## config.mk

```make
export PLATFORM = sky130hd
export DESIGN_NAME = xreg_sw_arbiter
export DESIGN_NICKNAME = d
export VERILOG_FILES = /design/src/rtl/xreg_arb_pkg.sv /design/src/rtl/xreg_rr_arbiter.sv /design/src/rtl/xreg_sw_arbiter.sv
export SDC_FILE = /design/constraint.sdc
export NUM_CORES = 1
export LEC_CHECK = 0
export ABC_AREA = 1
export BUFFER_PORTS_ARGS = -buffer_cell sky130_fd_sc_hd__buf_2
export CORE_AREA = 2 2 159 161
export DETAILED_ROUTE_END_ITERATION = 16
export DIE_AREA = 0 0 161 163
export GPL_ROUTABILITY_DRIVEN = 0
export GPL_TIMING_DRIVEN = 0
export HOLD_SLACK_MARGIN = 0.06
export PLACE_DENSITY = 0.52
export RECOVER_POWER = 50
export REMOVE_ABC_BUFFERS = 1
export SLEW_MARGIN = 20
export SYNTH_ARGS = -nofsm -noshare
export SYNTH_HDL_FRONTEND = slang
export SYNTH_SLANG_ARGS = --single-unit
```

## constraint.sdc

```tcl
create_clock -name clk -period 1.5 [get_ports clk]
set_input_delay 0.15 -clock clk [delete_from_list [all_inputs] [get_ports clk]]
set_output_delay 0.15 -clock clk [all_outputs]
set_load 0.005 [all_outputs]
```

## src/rtl/xreg_arb_pkg.sv

```systemverilog
// rtl/xreg_arb_pkg.sv - shared FSM encoding and width helper for the software-access arbiter
package xreg_arb_pkg;

  typedef enum logic [1:0] {
    IDLE   = 2'd0,
    ACCESS = 2'd1,
    RESP   = 2'd2
  } xreg_state_e;

  // Also reused for the requester index width: a one-entry range still needs one bit.
  function automatic int addr_w_f(input int reg_cnt);
    return (reg_cnt > 1) ? $clog2(reg_cnt) : 1;
  endfunction

endpackage

```

## src/rtl/xreg_rr_arbiter.sv

```systemverilog
// rtl/xreg_rr_arbiter.sv - round-robin requester arbiter owning the last-grant pointer
module xreg_rr_arbiter
  import xreg_arb_pkg::*;
#(
  parameter int REQ_CNT = 2,
  parameter int IDX_W   = addr_w_f(REQ_CNT)
) (
  input  logic               clk,
  input  logic               rst_n,
  input  logic [REQ_CNT-1:0] req,
  input  logic               advance,
  output logic [REQ_CNT-1:0] grant,
  output logic [IDX_W-1:0]   grant_idx
);

  logic [IDX_W-1:0] last_q;
  logic [IDX_W-1:0] hi_idx;
  logic [IDX_W-1:0] lo_idx;
  logic             hi_found;

  // Lowest requester above the pointer wins; otherwise wrap to the lowest requester overall.
  always_comb begin
    hi_found = 1'b0;
    hi_idx   = '0;
    lo_idx   = '0;
    for (int j = REQ_CNT - 1; j >= 0; j--) begin
      if (req[j]) begin
        lo_idx = IDX_W'(j);
        if (j > int'(last_q)) begin
          hi_found = 1'b1;
          hi_idx   = IDX_W'(j);
        end
      end
    end
    grant_idx = hi_found ? hi_idx : lo_idx;
    for (int j = 0; j < REQ_CNT; j++) begin
      grant[j] = req[j] && (grant_idx == IDX_W'(j));
    end
  end

  always_ff @(posedge clk or negedge rst_n) begin
    if (!rst_n) begin
      last_q <= IDX_W'(REQ_CNT - 1);
    end else if (advance && |req) begin
      last_q <= grant_idx;
    end
  end

endmodule

```

## src/rtl/xreg_sw_arbiter.sv

```systemverilog
// rtl/xreg_sw_arbiter.sv - software access controller for a register bank; XREG_ARB_ADDR_ERR_EN enables err on out-of-range access
module xreg_sw_arbiter
  import xreg_arb_pkg::*;
#(
  parameter int REQ_CNT = 2,
  parameter int REG_CNT = 8,
  parameter int DATA_W  = 32,
  parameter int ADDR_W  = addr_w_f(REG_CNT)
) (
  input  logic                      clk,
  input  logic                      rst_n,
  input  logic [REQ_CNT-1:0]        req,
  input  logic [REQ_CNT-1:0]        req_wr,
  input  logic [REQ_CNT*ADDR_W-1:0] req_addr,
  input  logic [REQ_CNT*DATA_W-1:0] req_wdata,
  output logic [REQ_CNT-1:0]        ack,
  output logic [DATA_W-1:0]         rdata,
  output logic                      err,
  output logic [REG_CNT-1:0]        reg_sw_wr,
  output logic [REG_CNT-1:0]        reg_sw_rd,
  output logic [DATA_W-1:0]         reg_wr_data,
  input  logic [REG_CNT*DATA_W-1:0] reg_rd_data
);

  localparam int         IDX_W     = addr_w_f(REQ_CNT);
  localparam logic [1:0] ST_IDLE   = IDLE;
  localparam logic [1:0] ST_ACCESS = ACCESS;
  localparam logic [1:0] ST_RESP   = RESP;

  logic [1:0]         state_q;
  logic [REQ_CNT-1:0] grant;
  logic [IDX_W-1:0]   grant_idx;
  logic [IDX_W-1:0]   gnt_q;
  logic               wr_q;
  logic               hit_q;
  logic [ADDR_W-1:0]  addr_q;
  logic               sel_wr;
  logic [ADDR_W-1:0]  sel_addr;
  logic [DATA_W-1:0]  sel_wdata;
  logic [REG_CNT-1:0] addr_oh;
  logic [DATA_W-1:0]  rd_sel;
  logic [REQ_CNT-1:0] ack_nxt;
  logic               advance;

  assign advance = (state_q == ST_IDLE);

  xreg_rr_arbiter #(
    .REQ_CNT (REQ_CNT),
    .IDX_W   (IDX_W)
  ) u_rr (
    .clk       (clk),
    .rst_n     (rst_n),
    .req       (req),
    .advance   (advance),
    .grant     (grant),
    .grant_idx (grant_idx)
  );

  always_comb begin
    sel_wr    = 1'b0;
    sel_addr  = '0;
    sel_wdata = '0;
    for (int j = 0; j < REQ_CNT; j++) begin
      if (grant[j]) begin
        sel_wr    = req_wr[j];
        sel_addr  = req_addr[j*ADDR_W +: ADDR_W];
        sel_wdata = req_wdata[j*DATA_W +: DATA_W];
      end
    end
    // An out-of-range index matches no register, so it naturally raises no strobe.
    for (int r = 0; r < REG_CNT; r++) begin
      addr_oh[r] = (sel_addr == ADDR_W'(r));
    end
  end

  always_comb begin
    rd_sel = '0;
    for (int r = 0; r < REG_CNT; r++) begin
      if (addr_q == ADDR_W'(r)) rd_sel = reg_rd_data[r*DATA_W +: DATA_W];
    end
    for (int j = 0; j < REQ_CNT; j++) begin
      ack_nxt[j] = (gnt_q == IDX_W'(j));
    end
  end

  always_ff @(posedge clk or negedge rst_n) begin
    if (!rst_n) begin
      state_q     <= ST_IDLE;
      gnt_q       <= '0;
      wr_q        <= 1'b0;
      hit_q       <= 1'b0;
      addr_q      <= '0;
      ack         <= '0;
      rdata       <= '0;
      reg_sw_wr   <= '0;
      reg_sw_rd   <= '0;
      reg_wr_data <= '0;
    end else begin
      case (state_q)
        ST_IDLE: begin
          if (|req) begin
            gnt_q       <= grant_idx;
            wr_q        <= sel_wr;
            addr_q      <= sel_addr;
            hit_q       <= |addr_oh;
            reg_wr_data <= sel_wdata;
            reg_sw_wr   <= sel_wr ? addr_oh : '0;
            reg_sw_rd   <= sel_wr ? '0 : addr_oh;
            state_q     <= ST_ACCESS;
          end
        end
        ST_ACCESS: begin
          reg_sw_wr <= '0;
          reg_sw_rd <= '0;
          // Sampled on the same edge that applies read side effects, so the pre-clear value returns.
          rdata     <= (!wr_q && hit_q) ? rd_sel : '0;
          ack       <= ack_nxt;
          state_q   <= ST_RESP;
        end
        ST_RESP: begin
          ack     <= '0;
          state_q <= ST_IDLE;
        end
        default: state_q <= ST_IDLE;
      endcase
    end
  end

`ifdef XREG_ARB_ADDR_ERR_EN
  always_ff @(posedge clk or negedge rst_n) begin
    if (!rst_n) begin
      err <= 1'b0;
    end else if (state_q == ST_ACCESS) begin
      err <= !hit_q;
    end
  end
`else
  assign err = 1'b0;
`endif

endmodule

```

==> reports/results.txt <==
Yosys reg bits -> 91
Tightest hold margin -> 0.0778 ns
Synth-to-layout area growth -> 84.5%
Power Total -> 0.0186 W
Pre-CTS setup slack -> -1.99 ns
Height of the die -> 163 µm
Starting DRC count in detailed routing -> 375
Post-Route WL -> 32000 µm
Post-synth top area share -> 36.9%
Hpwl dp -> 20900 µm
Max VDD drop -> 0.00105 V
Wire per inst -> 17.9 µm
CTS root buf -> clkbuf_16
Status -> finished, violations left
Seq/Total Area, Yosys -> 37.4%
Initial Util -> 24.7%
Placement Cell Area -> 8440 µm²
Min-delay worst type -> in -> reg
Syn Area/Cell -> 6.63 µm²
Main synth FF type -> dfrtp_1
Crit path required time -> 1.78 ns
DRT antenna net count -> 0
Synthesized cell area -> 6100 µm²
Vias in the first global route -> 8297
Drt via density -> 4.65
Fin crit period -> 1.70 ns
DIE AREA -> 26200 µm²
GRT Total Usage -> 23.5%
Number of flops mapped to enable cells by yosys -> 0
Design area -> 11200 µm²
FFs w/ async S/R, synth -> 100%
Num CTS Buffers -> 9
Critical path fanouts, max -> 8
Power per cell area -> 1660 nW/µm²
Ratio of cells with drive above 1 in the final layout -> 49.0%
Iteration count of the initial detailed-routing pass -> 5
First-pass GRT wire length -> 47200 µm
Biggest area consumer among synthesized cells -> dfrtp_1
H-tree levels -> 3
CP Capture Type -> flop
Gr ovfl total -> 0
Relative slew slack -> 24.9%
PortBufs -> 413
Skew-Pair Late Insertion Delay -> 0.36 ns
Initial antenna violation count -> 8
Area contributors post-synth -> dfrtp_1 37%, nand2_1 20%, nor2_1 9.0%
Worst Clk Skew -> 0.0106 ns
Fmax -> 0.587 GHz
RSZ-0062 raised after global routing -> true
CTS clk-pin slew, worst paths -> 0.07 ns
Clk sink count -> 91
I/O Pins -> 415
CTS tree -> built
Row cnt -> 58
Via count -> 8321
Nets -> 1784
Max-cap viol count -> 0
Fin. Hold Viols -> 0
Critical path arrival -> 1.98 ns
Final Worst Setup Slack -> -0.203 ns
Worst Tran Pin Value -> 1.13 ns
Largest net degree at the start of global routing -> 54
Syn Inst Count -> 919
Failing checks -> setup timing
Final setup violation count -> 87
Worst setup SP type -> flop
Width of the die -> 161 µm
Leak Pwr -> 5.91 nW
Total core area -> 24700 µm²
Fin. max-slew vios -> 0
Clk buf depth -> 2
# DRC -> 0
Period utilization -> 114%
Unique cell type count in the Yosys netlist -> 27
Setup_tns -> -10.57 ns
Ys Warns -> 0
CP Class -> reg -> reg
==> cell type report <==
| cell class | instances | area, µm² |
|---|---|---|
| clock buffer | 9 | 225 |
| tap | 330 | 413 |
| clock inverter | 7 | 62.6 |
| multi-input combinational | 700 | 3900 |
| antenna | 4 | 10.0 |
| sequential | 91 | 2280 |
| timing repair buffer | 564 | 3890 |
| fill | 2539 | 13400 |
| timing repair inverter | 6 | 67.6 |
| inverter | 77 | 394 |
==> metrics by stage <==
stage	cells	util [%]
after floorplan	866	-
after global placement	1609	33.2
after detailed placement	1620	34.2
after CTS	1776	44.1
after global routing	1788	45.6
final	1788	45.6
==> repair_timing <==
item                       4_1_cts  5_1_grt
resized for setup              200       84
pin swaps                       52       43
gates cloned                    15        2
setup endpoints to repair       89       89
hold endpoints to repair        70        0
setup buffers                   67        8
hold buffers                    58        0
==> sequential cells by signal, indices dropped and copies added, names as in the netlist, 2 cells and up <==
register and flops:
reg_wr_data 32, ack 2, rdata 32, addr_q 3, state_q 2, reg_sw_wr 8, reg_sw_rd 8
==> synthesized netlist by cell type, types with 9 or more instances <==
library cell and instances:
inv_2 9, a31oi_1 12, nand2_1 317, dfrtp_1 90
nand3_1 89, clkbuf_1 23, a21oi_1 30, inv_1 67
nor2_1 146, nand4_1 60, o22ai_1 19, buf_6 21
==> placed cells by master (no fill, tap or decap), types with 20 or more instances in the layout <==
cell type        n
nand2_2         41
nand3_1         64
nand4_1         60
nand3_2         20
buf_2          412
inv_1           61
nand2_1        266
buf_6           25
a21oi_1         27
nor2_2          31
dfrtp_1         87
buf_4           37
dlygate4sd3_1   58
nor2_1         101
==> path summary, 6_finish.rpt <==
kind                       slack [ns]         endpoint          from  cells past startpoint
max in group asynchronous        0.07      u_rr.last_q         rst_n                      3
hold reg to reg                  0.46           ack[0]         gnt_q                      1
min in group asynchronous        0.55  reg_wr_data[10]         rst_n                      2
hold / removal                   0.08   reg_wr_data[5]  req_wdata[5]                      3
setup reg to reg                -0.20     reg_sw_rd[0]    state_q[0]                     10
setup / recovery                -0.20     reg_sw_rd[0]    state_q[0]                     10
==> power breakdown <==
| part | switching (W) | internal [W] |
|---|---|---|
| Clock | 0.00118 | 0.00117 |
| Combinational | 0.00665 | 0.00566 |
| Sequential | 0.000594 | 0.00336 |
| Total | 0.00843 | 0.0102 |
==> metal layers <==
metal / global-route usage, % / up-vias / part of all wire [%]
li1: - / 4051 / -
met1: 26.5 / 3839 / 39
met2: 43.3 / 354 / 51
met3: 4.71 / 69 / 6.7
met4: 9.82 / 8 / 3.2
met5: 0 / - / 0.16
==> critical path: stages, from the launching register on <==
cell and delay, ns:
dfrtp_1 0.39, inv_2 0.08, ha_4 0.15, clkinvlp_4 0.11, buf_6 0.14, nor2_4 0.15, clkbuf_16 0.20, inv_16 0.04
nor2_4 0.10, nand2_4 0.12, o22ai_2 0.14
==> kinds of logic (layout without fill, tap and decap cells) <==
group / Yosys count / count (layout) / share of synthesized area, %
fa+ha+maj: 3 / 3 / 0.616
compound gates: 68 / 68 / 6.34
simple gates: 626 / 628 / 44.4
other cells: 1 / 5 / 0.0615
flops: 91 / 91 / 37.4
buf+inv: 130 / 663 / 11.2
(Power assumes the default switching activity.)
